==> src/rtl/led_seq_pkg.sv <==
// Shared encodings for the tick-driven LED pattern sequencer.
package led_seq_pkg;

  // Requested and applied pattern modes as seen on mode_in / mode_out.
  localparam logic [1:0] MODE_OFF    = 2'd0;
  localparam logic [1:0] MODE_BLINK  = 2'd1;
  localparam logic [1:0] MODE_CHASE  = 2'd2;
  localparam logic [1:0] MODE_BOUNCE = 2'd3;

  // Pattern FSM states; bounce carries its travel direction in the state.
  typedef enum logic [2:0] {
    StOff      = 3'd0,
    StBlink    = 3'd1,
    StChase    = 3'd2,
    StBounceUp = 3'd3,
    StBounceDn = 3'd4
  } led_state_e;

  // Mode reported for a given FSM state; both bounce directions are one mode.
  function automatic logic [1:0] state_mode(input led_state_e st);
    logic [1:0] m;
    m = MODE_OFF;
    unique case (st)
      StOff:      m = MODE_OFF;
      StBlink:    m = MODE_BLINK;
      StChase:    m = MODE_CHASE;
      StBounceUp: m = MODE_BOUNCE;
      StBounceDn: m = MODE_BOUNCE;
      default:    m = MODE_OFF;
    endcase
    return m;
  endfunction

endpackage

==> src/rtl/sync_rise_det.sv <==
// Multi-flop synchroniser for a slow asynchronous input followed by a
// registered rising-edge detector producing a one-cycle pulse.
module sync_rise_det #(
  parameter int unsigned SYNC_STAGES = 2
) (
  input  logic clk_in,
  input  logic rst_in,
  input  logic sig_in,
  output logic rise_out
);

  logic [SYNC_STAGES-1:0] sync_q;
  logic                   hist_q;
  logic                   rise_q;
  logic                   sync_last;

  assign sync_last = sync_q[SYNC_STAGES-1];

  // Shift the raw input through the synchroniser chain; bit 0 is the first stage.
  always_ff @(posedge clk_in or posedge rst_in) begin
    if (rst_in) begin
      sync_q <= '0;
    end else begin
      sync_q <= {sync_q[SYNC_STAGES-2:0], sig_in};
    end
  end

  // History is reset low so an input already high at reset release yields one pulse.
  always_ff @(posedge clk_in or posedge rst_in) begin
    if (rst_in) begin
      hist_q <= 1'b0;
      rise_q <= 1'b0;
    end else begin
      hist_q <= sync_last;
      rise_q <= sync_last & ~hist_q;
    end
  end

  assign rise_out = rise_q;

endmodule

==> src/rtl/tick_led_seq.sv <==
// LED pattern sequencer advanced by rising edges of a divided square wave that
// is sampled as data in the clk_in domain.
module tick_led_seq
  import led_seq_pkg::*;
#(
  parameter int unsigned N_LEDS      = 8,
  parameter int unsigned SYNC_STAGES = 2
) (
  input  logic              clk_in,
  input  logic              rst_in,
  input  logic              slow_in,
  input  logic              en_in,
  input  logic [1:0]        mode_in,
  output logic              tick_out,
  output logic [N_LEDS-1:0] leds_out,
  output logic [1:0]        mode_out
);

  localparam logic [N_LEDS-1:0] LedBit0 = N_LEDS'(1);

  led_state_e        state_q, state_d;
  logic [N_LEDS-1:0] leds_q, leds_d;
  logic              tick;

  sync_rise_det #(
    .SYNC_STAGES(SYNC_STAGES)
  ) u_sync_rise_det (
    .clk_in  (clk_in),
    .rst_in  (rst_in),
    .sig_in  (slow_in),
    .rise_out(tick)
  );

  // Rotate left by one; degenerates to identity for a single LED.
  function automatic logic [N_LEDS-1:0] rotl1(input logic [N_LEDS-1:0] v);
    return (v << 1) | (v >> (N_LEDS - 1));
  endfunction

  // Next pattern and state, evaluated only on an enabled tick.
  always_comb begin
    state_d = state_q;
    leds_d  = leds_q;
    if (tick && en_in) begin
      if (mode_in != state_mode(state_q)) begin
        unique case (mode_in)
          MODE_OFF: begin
            state_d = StOff;
            leds_d  = '0;
          end
          MODE_BLINK: begin
            state_d = StBlink;
            leds_d  = '1;
          end
          MODE_CHASE: begin
            state_d = StChase;
            leds_d  = LedBit0;
          end
          MODE_BOUNCE: begin
            state_d = StBounceUp;
            leds_d  = LedBit0;
          end
          default: begin
            state_d = StOff;
            leds_d  = '0;
          end
        endcase
      end else begin
        unique case (state_q)
          StOff:   leds_d = '0;
          StBlink: leds_d = ~leds_q;
          StChase: leds_d = rotl1(leds_q);
          StBounceUp: begin
            leds_d = (N_LEDS == 1) ? leds_q : (leds_q << 1);
            // Turn around as soon as the top bit is lit so it shows for one tick.
            if (leds_d[N_LEDS-1] && N_LEDS > 1) state_d = StBounceDn;
          end
          StBounceDn: begin
            leds_d = (N_LEDS == 1) ? leds_q : (leds_q >> 1);
            if (leds_d[0]) state_d = StBounceUp;
          end
          default: begin
            state_d = StOff;
            leds_d  = '0;
          end
        endcase
      end
    end
  end

  // Pattern state and LED register.
  always_ff @(posedge clk_in or posedge rst_in) begin
    if (rst_in) begin
      state_q <= StOff;
      leds_q  <= '0;
    end else begin
      state_q <= state_d;
      leds_q  <= leds_d;
    end
  end

  assign tick_out = tick;
  assign leds_out = leds_q;
  assign mode_out = state_mode(state_q);

endmodule

==> config.mk <==
export PLATFORM = sky130hd
export DESIGN_NAME = tick_led_seq
export DESIGN_NICKNAME = d
export VERILOG_FILES = /design/src/rtl/led_seq_pkg.sv /design/src/rtl/sync_rise_det.sv /design/src/rtl/tick_led_seq.sv
export SDC_FILE = /design/constraint.sdc
export NUM_CORES = 1
export LEC_CHECK = 0
export ABC_AREA = 1
export CAP_MARGIN = 20
export CORE_ASPECT_RATIO = 1.25
export CORE_MARGIN = 2
export CORE_UTILIZATION = 46
export CTS_CLUSTER_DIAMETER = 50
export DETAILED_ROUTE_END_ITERATION = 16
export GPL_TIMING_DRIVEN = 0
export PLACE_DENSITY = 0.8
export SLEW_MARGIN = 25
export SYNTH_ARGS = -nofsm -noshare
export SYNTH_HDL_FRONTEND = slang
export SYNTH_SLANG_ARGS = --single-unit
==> constraint.sdc <==
create_clock -name clk_in -period 1.36 [get_ports clk_in]
set_input_delay 0.136 -clock clk_in [delete_from_list [all_inputs] [get_ports clk_in]]
set_output_delay 0.136 -clock clk_in [all_outputs]
set_load 0.005 [all_outputs]
=== Word level (Yosys, flattened, before mapping) ===
Cells that the tools add are included.

* Div/mod/pow operators: 0
* Reductions and logical operators: 7
* Bitwise gates (word level): 4
* $mul: 0
* Eq/ne operators: 11
* $lt $le $gt $ge: 0
* Add/subtract/negate cells: 0
* Shift-type cells: 0
* Multiplexer cells: 10

{| class="wikitable"
|+ Operators by type and width
! cell !! number
|-
| 8-bit case mux with 4 select lines || 1
|-
| 8-bit case mux with 3 select lines || 1
|-
| 3-bit case mux with 4 select lines || 1
|-
| 3-bit 2-to-1 mux || 3
|-
| 3-bit case mux with 3 select lines || 1
|-
| 8-bit 2-to-1 mux || 1
|-
| 8-bit inverter || 1
|-
| 8-bit by 1-bit OR with 8-bit output || 1
|-
| 3-bit by 2-bit equality test with 1-bit output (second input constant) || 2
|-
| 3-bit != test (second input constant) || 2
|-
| 2-bit case mux with 3 select lines || 1
|-
| 2-bit equality test (second input constant) || 2
|-
| 4-bit AND reduction || 1
|-
| 2-bit OR reduction || 2
|-
| 3-bit by 1-bit equality test with 1-bit output (second input constant) || 1
|-
| 3-bit equality test (second input constant) || 1
|-
| 3-bit zero test || 1
|-
| 3-bit OR reduction || 1
|-
| 2-bit by 1-bit equality test with 1-bit output (second input constant) || 1
|-
| 2-bit zero test || 1
|-
| 2-bit 2-to-1 mux || 1
|-
| 2-bit by 1-bit != test with 1-bit output (second input constant) || 1
|-
| 2-bit != test || 1
|-
| 1-bit AND || 1
|-
| other kinds (2) || 2
|}

* Bits in latches: 0
* RAM bits: 0
* Input port bits: 6
* Memories kept: 0
* Memory bits (read-only): 0
* Bits in registers: 15

=== Depth between registers and ports, before layout ===
Gate-level depths: netlist of the first run.

* Depth after elaboration: 7
* Depth in mapped cells: 12
* Depth with buffers taken out: 12

=== Cells and area by module ===
From an unflattened synthesis of the first run, not the netlist that was laid out.

* Cell total of the unflattened synthesis: 128
* Area total of the unflattened synthesis: 967.2 µm²

{| class="wikitable"
|+ By module, submodules not included
! module !! cells an instance !! area an instance (µm²) !! sequential area each (µm²) !! times used
|-
| tick_led_seq || 121 || 853.3 || 275.3 || 1
|-
| sync_rise_det || 7 || 113.9 || 100.1 || 1
|}

=== Worst setup path before layout of the first run ===
OpenSTA, ideal clock, no wires.

* Path type: register -> register
* From: register state_q[0]
* To: register leds_q[1] (netlist: leds_out[1])
* Buffers on the path: 1
* Clock period less this slack: 1.379 ns
* Library setup time: 0.118 ns
* Arrival time: 1.261 ns
* Stages on the path, launching flop included: 12
* Setup slack: -0.019 ns
* Data required time: 1.242 ns
* Cells stage by stage: dfrtp_1 > nor2_2 > nand2_2 > buf_6 > nand3_2 > nand2_2 > inv_4 > nand2_8 > nand3_4 > nand2_1 > nand2_1 > nand2_1

* Longest elaborated chain between the ends: 6
* Elaborated cells on any way between the ends: 10

{| class="wikitable"
|+ Ends and longest elaborated chain
! what !! RTL line !! source
|-
| start, declared || tick_led_seq.sv:21 || <nowiki>led_state_e state_q, state_d;</nowiki>
|-
| start signal, assigned || tick_led_seq.sv:93 || <nowiki>state_q <= StOff;</nowiki>
|-
| start signal, assigned || tick_led_seq.sv:96 || <nowiki>state_q <= state_d;</nowiki>
|-
| 3-bit equality test or 3-bit by 2-bit equality test with 1-bit output (tied branches) || led_seq_pkg.sv:23, tick_led_seq.sv:68 ||
|-
| 2-bit OR reduction (no line) || -- ||
|-
| 2-bit case mux with 3 select lines || led_seq_pkg.sv:23 || <nowiki>unique case (st)</nowiki>
|-
| 2-bit 2-to-1 mux || tick_led_seq.sv:43 || <nowiki>if (tick && en_in) begin</nowiki>
|-
| 2-bit != test || tick_led_seq.sv:44 || <nowiki>if (mode_in != state_mode(state_q)) begin</nowiki>
|-
| 8-bit 2-to-1 mux * || tick_led_seq.sv:44 ||
|-
| end signal, assigned || tick_led_seq.sv:97 || <nowiki>leds_q <= leds_d;</nowiki>
|-
| end, declared || tick_led_seq.sv:22 || <nowiki>logic [N_LEDS-1:0] leds_q, leds_d;</nowiki>
|}

Mark *: on every way between the ends. The rest lies on a longest branch, timed or not. The select of a mux whose other input is x is not followed.
A chain may end at the register's enable or synchronous reset.

=== Worst setup path after layout of the first run ===
* From: register state_q[1]
* To: register leds_q[4] (netlist: leds_out[4])

Same word-level chain as after synthesis.

==> results of run 1 <==
## cell families (layout without fill, tap and decap cells)
kind of cell / count (synthesis) / after routing
AO/OA/AOI/OAI: 10 / 10
buffers and inverters: 19 / 52
flip-flops: 15 / 15
AND/OR/NAND/NOR: 85 / 85
## area by class of cell
cell class	instances	area, um2	area share
Tap cell	20	25.02	0.01813
Buffer	1	15.01	0.01088
Multi-Input combinational cell	95	580.6	0.4207
Clock buffer	3	22.52	0.01632
Sequential cell	15	377.9	0.2738
Timing Repair Buffer	29	271.5	0.1967
Inverter	18	82.58	0.05984
Clock inverter	1	5.005	0.003626
## timing repair
item,4_1_cts,5_1_grt
pin swaps,5,7
setup endpoints to repair,16,16
cloned,0,0
hold buffers,0,0
gates resized for setup,18,9
buffers inserted,10,3
## cells in the final DEF, fill, tap and decap left out, types with 4 or more instances in the layout
cell type and instances:
buf_4 10, clkdlybuf4s50_1 11, dfrtp_1 13, inv_1 11, nand2_1 55, nand2_2 9
nand3_1 5, nand3_2 4, o221ai_1 4
## state kept, by name, summed over array words and instances (netlist names)
signal and count:
u_sync_rise_det.hist_q 1, state_q 3, u_sync_rise_det.sync_q 2, u_sync_rise_det.rise_out 1, leds_out 8
## critical path, cell delays in order (launching register included)
cell      delay (ns)
dfrtp_2         0.42
buf_6           0.13
buf_6           0.11
nand3b_1        0.26
inv_2           0.14
nand2_1         0.07
o221ai_2        0.07
nand2_2         0.07
nand2_1         0.07
nand2_1         0.05
nand2_1         0.06
## worst paths after layout
kind,start,end,slack [ns],cells past startpoint
min,rst_in,leds_out[3],0.22,2
min reg2reg,u_sync_rise_det.sync_q[0],u_sync_rise_det.sync_q[1],0.37,0
max in group asynchronous,rst_in,state_q[1],0.73,2
max reg2reg,state_q[1],leds_out[4],-0.15,10
min in group clk_in,slow_in,u_sync_rise_det.sync_q[0],0.30,1
max,state_q[1],leds_out[4],-0.15,10
## per-layer routing
metal	vias up	track usage	part of all wire
li1	481	-	-
met1	438	0.2910	0.44
met2	20	0.3347	0.52
met3	2	0.01948	0.029
met4	0	0.05042	0.0055
met5	-	0	0
## power breakdown
part,leakage [nW],internal (mW),switching [mW],total (mW)
Sequential,0.189,0.568,0.106,0.674
Combinational,0.522,0.719,0.875,1.59
Clock,0.0177,0.109,0.149,0.258
## metrics by stage
stage	setup slack [ns]	total power, mW	hold slack, ns	TNS [ns]	instance area, um2
floorplan	-0.01129	1.518	0.03748	-0.09182	988.4
global placement	-0.1443	1.886	0.3392	-1.380	1174
detailed placement	-0.1709	1.920	0.3411	-1.810	1174
CTS	-0.1166	2.427	0.2288	-1.213	1328
global route	-0.2571	2.713	0.2800	-2.689	1380
finish	-0.1515	2.525	0.2175	-1.400	1380
==> summary.txt, run 1 <==
DRC: 0
Crit path setup slack, layout: -0.1515 ns
Final hold violation count: 0
Xor/xnor share of the synthesized area: 0
Count leader, synth: nand2_1
Number of port buffers: 16
Clock sink total: 15
Pin count of the biggest net entering global routing: 16
Area delta synth->final: 40.33%
NumNets Final: 169
Post-synth ARST share: 1.000
Sequential fraction of the synthesis area: 0.3817
Largest family of logic cells by synthesized area: simple AND/OR/NAND/NOR gates
Clock Latency Late Sink: 0.28 ns
Failing checks: negative setup slack
EDFF count, synth: 0
Initial Utilization: 0.4906
Synth unique cells: 23
Final Cycle Share: 1.111
Startpoint Class: register
Num CTS Buffers: 3
Final GP Congestion: 0.8713
Mean Syn Cell Area: 7.624 um2
Peak Freq: 661.6 MHz
Slew @ Worst Pin: 0.5715 ns
GRT Util Overall: 0.2072
Initial DRC count: 14
Antenna diodes: 0
Min Clock Period, post-route: 1.512 ns
Worst setup path class: reg2reg
Worst Path Required: 1.59 ns
DPL Wire Length: 1528 um
Top cell type's share of synthesized area: 0.3817
PD cells: 1830 nW/um2
Hold/Removal Path Class: in2async
Slew HR: 0.6186
Synth Flop Type: dfrtp_1
H-tree Lvls: 1
Finished Core Util: 0.6885
Die H: 55.70 um
Clock Pin Slew Worst Setup and Hold Paths: 0.10 ns
Status: complete, but fails checks
Drt total wl: 2356 um
Top cells by area, synth: dfrtp_1 38%, nand2_1 23%, o221ai_1 6.2%
Top cell types by occurrence after synthesis: 59 x nand2_1, 15 x dfrtp_1, 12 x inv_1
Synth Register Bits: 15
Mux cell area share after synthesis: 0
Clock skew: 0.005561 ns
Final Setup Violations: 12
Mapped cell area: 983.4 um2
Reported max-cap violation count: 0
Initial antenna violation count: 0
Die W: 45.36 um
Max Slew Vio Count: 0
DRT antenna net count: 0
Io pins: 17
Vias per std cell: 5.170
CTS max path bufs: 2
Adder-Cell Fraction of Synth Area: 0
Core area: 2004 um2
Vias: 941
CTS tree: done
First-pass GRT wire length: 4002 um
Grt ovf: 0
Clock root buffer: clkbuf_4
Fin cells: 182
Fillers: 160
Cells after DPL: 165
Total die area: 2526 um2
WL/cell: 12.95 um
Synth Net Count: 135
Crit. End Element: register
Synth warn: 0
Synth Area in Compound Gates: 0.08015
Worst vdd ir: 0.001158 V
Drt pass-1 iters: 4
Leak pwr: 0.7281 nW
Vias in the first global route: 924
Crit Path Max Fanout: 5
Post-synth top area cell: dfrtp_1
Site Rows: 18
Layout cells sized above 1: 0.3086
Crit path DAT: 1.74 ns
Unrepaired setup endpoints after global routing: yes
Cells after synthesis: 129
Simple-gate portion of the synthesized area: 0.4478
Power figures use the tool's default switching activity.
==> run 2, diff against run 1 <==
--- a/config.mk
+++ b/config.mk
@@ -9,11 +9,12 @@
 export CAP_MARGIN = 20
 export CORE_ASPECT_RATIO = 1.25
 export CORE_MARGIN = 2
-export CORE_UTILIZATION = 46
+export CORE_UTILIZATION = 55
 export CTS_CLUSTER_DIAMETER = 50
 export DETAILED_ROUTE_END_ITERATION = 16
+export DONT_BUFFER_PORTS = 1
 export GPL_TIMING_DRIVEN = 0
-export PLACE_DENSITY = 0.8
+export PLACE_DENSITY = 0.79
 export SLEW_MARGIN = 25
 export SYNTH_ARGS = -nofsm -noshare
 export SYNTH_HDL_FRONTEND = slang
==> run 2 against run 1 <==
The run still ends with negative setup slack left. Sequential share of layout area is 4.0 points higher. Combinational power down 16%. Setup slack improved by 0.029 ns. Cell count fell by 8.8%. Global-route usage rose by 1.2 points. Register-to-register slack gained 0.03 ns. Sequential cell count unchanged. Die area shrank 15%. First-iteration DRC count increased by 57%. Design area fell by 13%.
==> summary.txt, run 2 (synthesis gave the netlist of run 1 again) <==
Number of port buffers: 0 (-16)
Startpoint Class: register
Number of flip-flops in the largest register: 8 (unchanged)
Num CTS Buffers: 3 (unchanged)
Pin count of the biggest net entering global routing: 16 (unchanged)
Die W: 41.82 um (-7.8%)
Grt ovf: 0 (unchanged)
Critical-path top delay cell: dfrtp_1
Drt pass-1 iters: 4 (unchanged)
Crit Path Max Fanout: 8 (+3)
Multi-input gate area: 568.0 um2 (-2.2%)
Fillers: 152 (-5.0%)
CP endpoint: leds_out[3]
Cell internal pwr: 1.234 mW (-12%)
Commonest non-fill, non-tap cell in the layout: nand2_1
Hold/Removal Path Class: in2reg
Worst Hold Depth: 4
Clock sink total: 15 (unchanged)
Worst Path Required: 1.55 ns (-0.04 ns)
PD cells: 1910 nW/um2 (+4.4%)
Status: complete, but fails checks
Slew HR: 0.6248 (+0.006156)
Sw Pwr: 1.068 mW (-5.5%)
Min Clock Period, post-route: 1.482 ns (-0.02911 ns)
Initial DRC count: 22 (+8)
Final GP Congestion: 0.8719 (about the same)
Worst r2r src: state_q[2]
Antenna diodes: 0 (unchanged)
Most frequent cells in the layout: 51 x nand2_1, 14 x nand2_2, 13 x dfrtp_1
H-tree Lvls: 1 (unchanged)
Kind of cell adding the most delay to the critical path: simple AND/OR/NAND/NOR gates
Comb power frac: 0.578 (-0.053)
Final Setup Violations: 11 (-1)
Flop pwr share: 0.307 (+0.040)
DPL Wire Length: 1413 um (-7.5%)
Vias: 894 (-5.0%)
R2R cell count: 12 (+2)
Area delta synth->final: 22.52%
Layout cells sized above 1: 0.3537 (+0.04510)
Sequential Area: 377.9 um2 (unchanged)
Clock Pin Slew Worst Setup and Hold Paths: 0.09 ns (about the same)
Delay of the slowest critical-path stage: 0.43 ns (about the same)
Die H: 51.28 um (-7.9%)
Clock Latency Late Sink: 0.30 ns (+0.02 ns)
Finished Core Util: 0.6993 (+0.01083)
Io pins: 17 (unchanged)
Crit. End Element: register
Clk pwr share: 0.114 (+0.012)
Fin cells: 166 (-8.8%)
Clock root buffer: clkbuf_4
Core area: 1723 um2 (-14%)
Cells after DPL: 148 (-10%)
Net Sw Frac: 0.4639 (+0.01671)
Crit path DAT: 1.67 ns (-0.07 ns)
Vias per std cell: 5.386 (+4.2%)
Leak pwr: 0.6230 nW (-14%)
Cell repeated most along the worst path: nand2_2
CP bufs+invs: 3 (unchanged)
Vias in the first global route: 836 (-9.5%)
Drt total wl: 2181 um (-7.4%)
Unrepaired setup endpoints after global routing: yes
RR Endpoint: leds_out[3]
Final hold violation count: 0 (unchanged)
Slew @ Worst Pin: 0.5623 ns (-0.009224 ns)
NumNets Final: 154 (-8.9%)
Site Rows: 17 (-1)
DRT antenna net count: 0 (unchanged)
WL/cell: 13.14 um (+1.5%)
Worst setup path class: reg2reg
DRC: 0 (unchanged)
Initial Utilization: 0.5708 (+0.08017)
Max Slew Vio Count: 0 (unchanged)
Initial antenna violation count: 0 (unchanged)
Final Cycle Share: 1.090 (-0.02141)
Critical path depth: 12 (+2)
CTS max path bufs: 2 (unchanged)
Peak Freq: 674.6 MHz (+2.0%)
CP Launch Point: state_q[2]
Failing checks: negative setup slack
First-pass GRT wire length: 3505 um (-12%)
Clock skew: 0.006719 ns (+0.001158 ns)
Reported max-cap violation count: 0 (unchanged)
Crit path setup slack, layout: -0.1224 ns (+0.02911 ns)
Flop-to-flop setup slack: -0.12 ns (+0.03 ns)
Worst vdd ir: 0.001077 V (-7.0%)
GRT Util Overall: 0.2187 (+0.01157)
Total die area: 2144 um2 (-15%)
CP cell instances: inv_2, nand2_4, nand2_2, nand2_2, nand2_2, clkinv_4, nand2_8, inv_8, nand2_2, nand2_1, nand2_1, nand2_1
CTS tree: done
run 2: cell count changes in the layout (fill, tap and decap cells not counted), sizes merged:
cell and delta:
dlymetal6s2s -2, dlygate4sd3 +2, dlygate4sd2 -2, clkdlybuf4s15 -1
clkdlybuf4s50 -11, buf -1
run 2: power groups by stage:
stage               Sequential, mW  Clock [mW]  Combinational, mW
floorplan                    0.692           0              0.827
global placement             0.725           0              0.925
detailed placement           0.729           0              0.956
CTS                          0.712       0.268               1.06
global route                 0.728       0.295               1.48
finish                       0.707       0.263               1.33
run 2: layout make-up:
class | count | area share
clock buffer | 3 | 0.01869
sequential | 15 | 0.3136
buffer | 1 | 0.009346
clock inverter | 1 | 0.004154
tap | 19 | 0.01973
inverter | 18 | 0.06854
timing repair buffer | 14 | 0.09450
multi-input combinational | 95 | 0.4714
run 2: through the flow:
step	cell area, um2	TNS, ns	power [mW]	hold slack, ns	setup WS, ns
after detailed placement	1012	-1.679	1.685	0.1238	-0.1836
final	1205	-1.185	2.301	0.05374	-0.1224
after global placement	1012	-1.179	1.649	0.1008	-0.1486
after global routing	1205	-2.496	2.503	0.06668	-0.2500
after floorplan	988.4	-0.09182	1.518	0.03748	-0.01129
after CTS	1104	-1.266	2.035	0.05415	-0.1341
run 2: per-layer routing:
metal	wire length, um	track usage	share of wire	up-vias
li1	-	-	-	448
met2	1116	0.3281	0.51	28
met1	922	0.2752	0.42	412
met3	88	0.04947	0.040	6
met5	0	0	0	-
met4	54	0.1559	0.025	0
run 2: worst min path at each step:
| stage | endpoint | from |
|---|---|---|
| floorplan | leds_out[0] | rst_in |
| finish | leds_out[0] | mode_in[1] |
| global route | leds_out[0] | mode_in[1] |
| detailed placement | u_sync_rise_det.rise_out | rst_in |
| global placement | u_sync_rise_det.sync_q[0] | rst_in |
| CTS | leds_out[0] | mode_in[1] |
run 2: worst register-to-register path, cell delays in order, from the launching register on:
cell and delay (ns):
dfrtp_1 0.43, inv_2 0.13, nand2_4 0.10, nand2_2 0.10
nand2_2 0.06, nand2_2 0.08, clkinv_4 0.09, nand2_8 0.11
inv_8 0.05, nand2_2 0.05, nand2_1 0.05, nand2_1 0.05
nand2_1 0.06
run 2: repair_timing:
item / CTS / global route
pin swaps: 3 / 14
endpoints found under the hold margin: 16 / 0
hold buffers: 2 / 0
setup buffers: 4 / 8
resized for setup: 6 / 13
setup endpoints to repair: 11 / 11
==> run 3, diff against run 2 <==
--- a/config.mk
+++ b/config.mk
@@ -7,7 +7,6 @@
 export LEC_CHECK = 0
 export ABC_AREA = 1
 export CAP_MARGIN = 20
-export CORE_ASPECT_RATIO = 1.25
 export CORE_MARGIN = 2
 export CORE_UTILIZATION = 55
 export CTS_CLUSTER_DIAMETER = 50
==> run 3 against run 2 <==
The run still ends with negative setup slack left. Sequential cell count stayed put. Combinational power is 11% lower. Clock-buffer cell count increased by 1. Fmax is essentially flat. Clock skew fell by 0.0038 ns. First-iteration DRC count shrank 23%. Critical path depth decreased by 1. Clock power down 6%. Utilization fell by 1.9 points. Cell count down 0.60%. Total power is 6.6% lower. Critical path type unchanged.
==> summary.txt, run 3 (synthesis gave the netlist of run 1 again) <==
Clock root buffer: clkbuf_4
Leak pwr: 0.5931 nW (-4.8%)
Final Setup Violations: 11 (unchanged)
Vias: 882 (-1.3%)
Max Slew Vio Count: 0 (unchanged)
Initial DRC count: 17 (-23%)
Die H: 46.29 um (-9.7%)
R2R cell count: 11 (-1)
Die W: 46.29 um (+11%)
Commonest non-fill, non-tap cell in the layout: nand2_1
CTS tree: done
Worst setup path class: reg2reg
DRC: 0 (unchanged)
Delay of the slowest critical-path stage: 0.46 ns (+0.03 ns)
Final hold violation count: 0 (unchanged)
Fillers: 148 (-2.6%)
Most frequent cells in the layout: 51 x nand2_1, 14 x nand2_2, 13 x dfrtp_1
Io pins: 17 (unchanged)
Cells after DPL: 154 (+4.1%)
Site Rows: 15 (-2)
H-tree Lvls: 1 (unchanged)
Pin count of the biggest net entering global routing: 16 (unchanged)
Clock skew: 0.002892 ns (-0.003827 ns)
WL/cell: 12.69 um (-3.4%)
Startpoint Class: register
Reported max-cap violation count: 0 (unchanged)
Drt pass-1 iters: 4 (unchanged)
GRT Util Overall: 0.2259 (+0.007184)
Total die area: 2142 um2 (about the same)
CP endpoint: leds_out[6]
Layout cells sized above 1: 0.3000 (-0.05374)
First-pass GRT wire length: 3387 um (-3.4%)
Vias per std cell: 5.345 (-0.74%)
Clock Pin Slew Worst Setup and Hold Paths: 0.08 ns (about the same)
Status: complete, but fails checks
Worst Path Required: 1.58 ns (+0.03 ns)
Slew HR: 0.6340 (+0.009236)
Number of port buffers: 0 (unchanged)
CP cell instances: nor2_2, nand2_2, buf_6, buf_12, inv_2, nand2_1, o221ai_1, nand2_2, nand2_1, nand2_1, nand2_1
Final Instance Area: 1162 um2 (-3.5%)
Initial antenna violation count: 0 (unchanged)
Worst vdd ir: 0.001096 V (+1.8%)
PD cells: 1850 nW/um2 (-3.1%)
Number of flip-flops in the largest register: 8 (unchanged)
Core area: 1708 um2 (-0.87%)
Antenna diodes: 0 (unchanged)
Hold_ws: 0.07787 ns (+0.02413 ns)
Cell repeated most along the worst path: nand2_1
CP Launch Point: state_q[1]
Clock sink total: 15 (unchanged)
Area delta synth->final: 18.19%
Hold/Removal Path Class: in2reg
Peak Freq: 674.7 MHz (about the same)
CTS max path bufs: 2 (unchanged)
Crit path setup slack, layout: -0.1221 ns (+0.0003480 ns)
Fin cells: 165 (-0.60%)
Clock Latency Late Sink: 0.28 ns (-0.02 ns)
Setup TNS: -1.025 ns (+0.1606 ns)
Unrepaired setup endpoints after global routing: yes
Crit. End Element: register
Drt total wl: 2094 um (-4.0%)
Worst r2r src: state_q[1]
RR Endpoint: leds_out[6]
Final GP Congestion: 0.8293 (-4.9%)
Crit Path Max Fanout: 8 (unchanged)
Final Cycle Share: 1.090 (about the same)
Crit path DAT: 1.71 ns (+0.04 ns)
Initial Utilization: 0.5758 (+0.005018)
Slew @ Worst Pin: 0.5484 ns (-0.01384 ns)
Total chip power: 2.151 mW (-6.6%)
NumNets Final: 147 (-4.5%)
Num CTS Buffers: 3 (unchanged)
Min Clock Period, post-route: 1.482 ns (-0.0003480 ns)
Critical-path top delay cell: dfrtp_2
Grt ovf: 0 (unchanged)
Failing checks: negative setup slack
Post-place instance area: 1020 um2 (+0.74%)
Vias in the first global route: 789 (-5.6%)
DRT antenna net count: 0 (unchanged)
Flop-to-flop setup slack: -0.12 ns (about the same)
DPL Wire Length: 1504 um (+6.5%)
-- run 3: worst min path at each step --
stage	from	endpoint	slack, ns	depth (start not counted)
floorplan	rst_in	leds_out[0]	0.04	1
detailed placement	rst_in	leds_out[6]	0.10	1
CTS	mode_in[1]	leds_out[0]	0.07	4
finish	mode_in[1]	leds_out[0]	0.08	4
global placement	rst_in	leds_out[5]	0.1	1
global route	mode_in[1]	leds_out[0]	0.1	4
-- run 3: layout make-up --
cell class	instances	area, um2	area share
Clock buffer	4	26.28	0.02261
Buffer	1	11.26	0.009688
Tap cell	25	31.28	0.02691
Sequential cell	15	377.9	0.3251
Inverter	18	80.08	0.06889
Timing Repair Buffer	7	73.82	0.06351
Multi-Input combinational cell	95	561.8	0.4833
-- run 3: worst max-delay path: cells and delay by family (launching register included) --
kind                   cells  cell delay, ns
AOI/OAI and AO/OA          1            0.10
buffers and inverters      3            0.35
DFF                        1            0.46
and+or+nand+nor            7            0.51
-- run 3: what timing repair did --
item | CTS | global route
gates resized for setup | 5 | 11
gates cloned | 0 | 0
hold buffers | 2 | 0
endpoints found under the setup margin | 11 | 11
pin swaps | 5 | 4
buffers inserted | 4 | 1
hold endpoints to repair | 16 | 0
-- run 3: routing by layer --
layer / vias up / global-route usage / share of wire
met5: - / 0 / 0
met4: 0 / 0.1200 / 0.038
met3: 11 / 0.04314 / 0.055
met2: 34 / 0.3417 / 0.47
met1: 402 / 0.3024 / 0.43
li1: 435 / - / -
-- run 3: stage by stage --
stage,util,setup slack (ns)
floorplan,-,-0.01129
global placement,0.5971,-0.1571
detailed placement,0.5971,-0.2015
CTS,0.6557,-0.1373
global route,0.6806,-0.2539
finish,0.6806,-0.1221
-- run 3: power breakdown --
group | leakage [nW] | switching, mW | internal (mW)
Combinational | 0.389 | 0.730 | 0.450
Clock | 0.0150 | 0.132 | 0.114
Sequential | 0.189 | 0.156 | 0.568
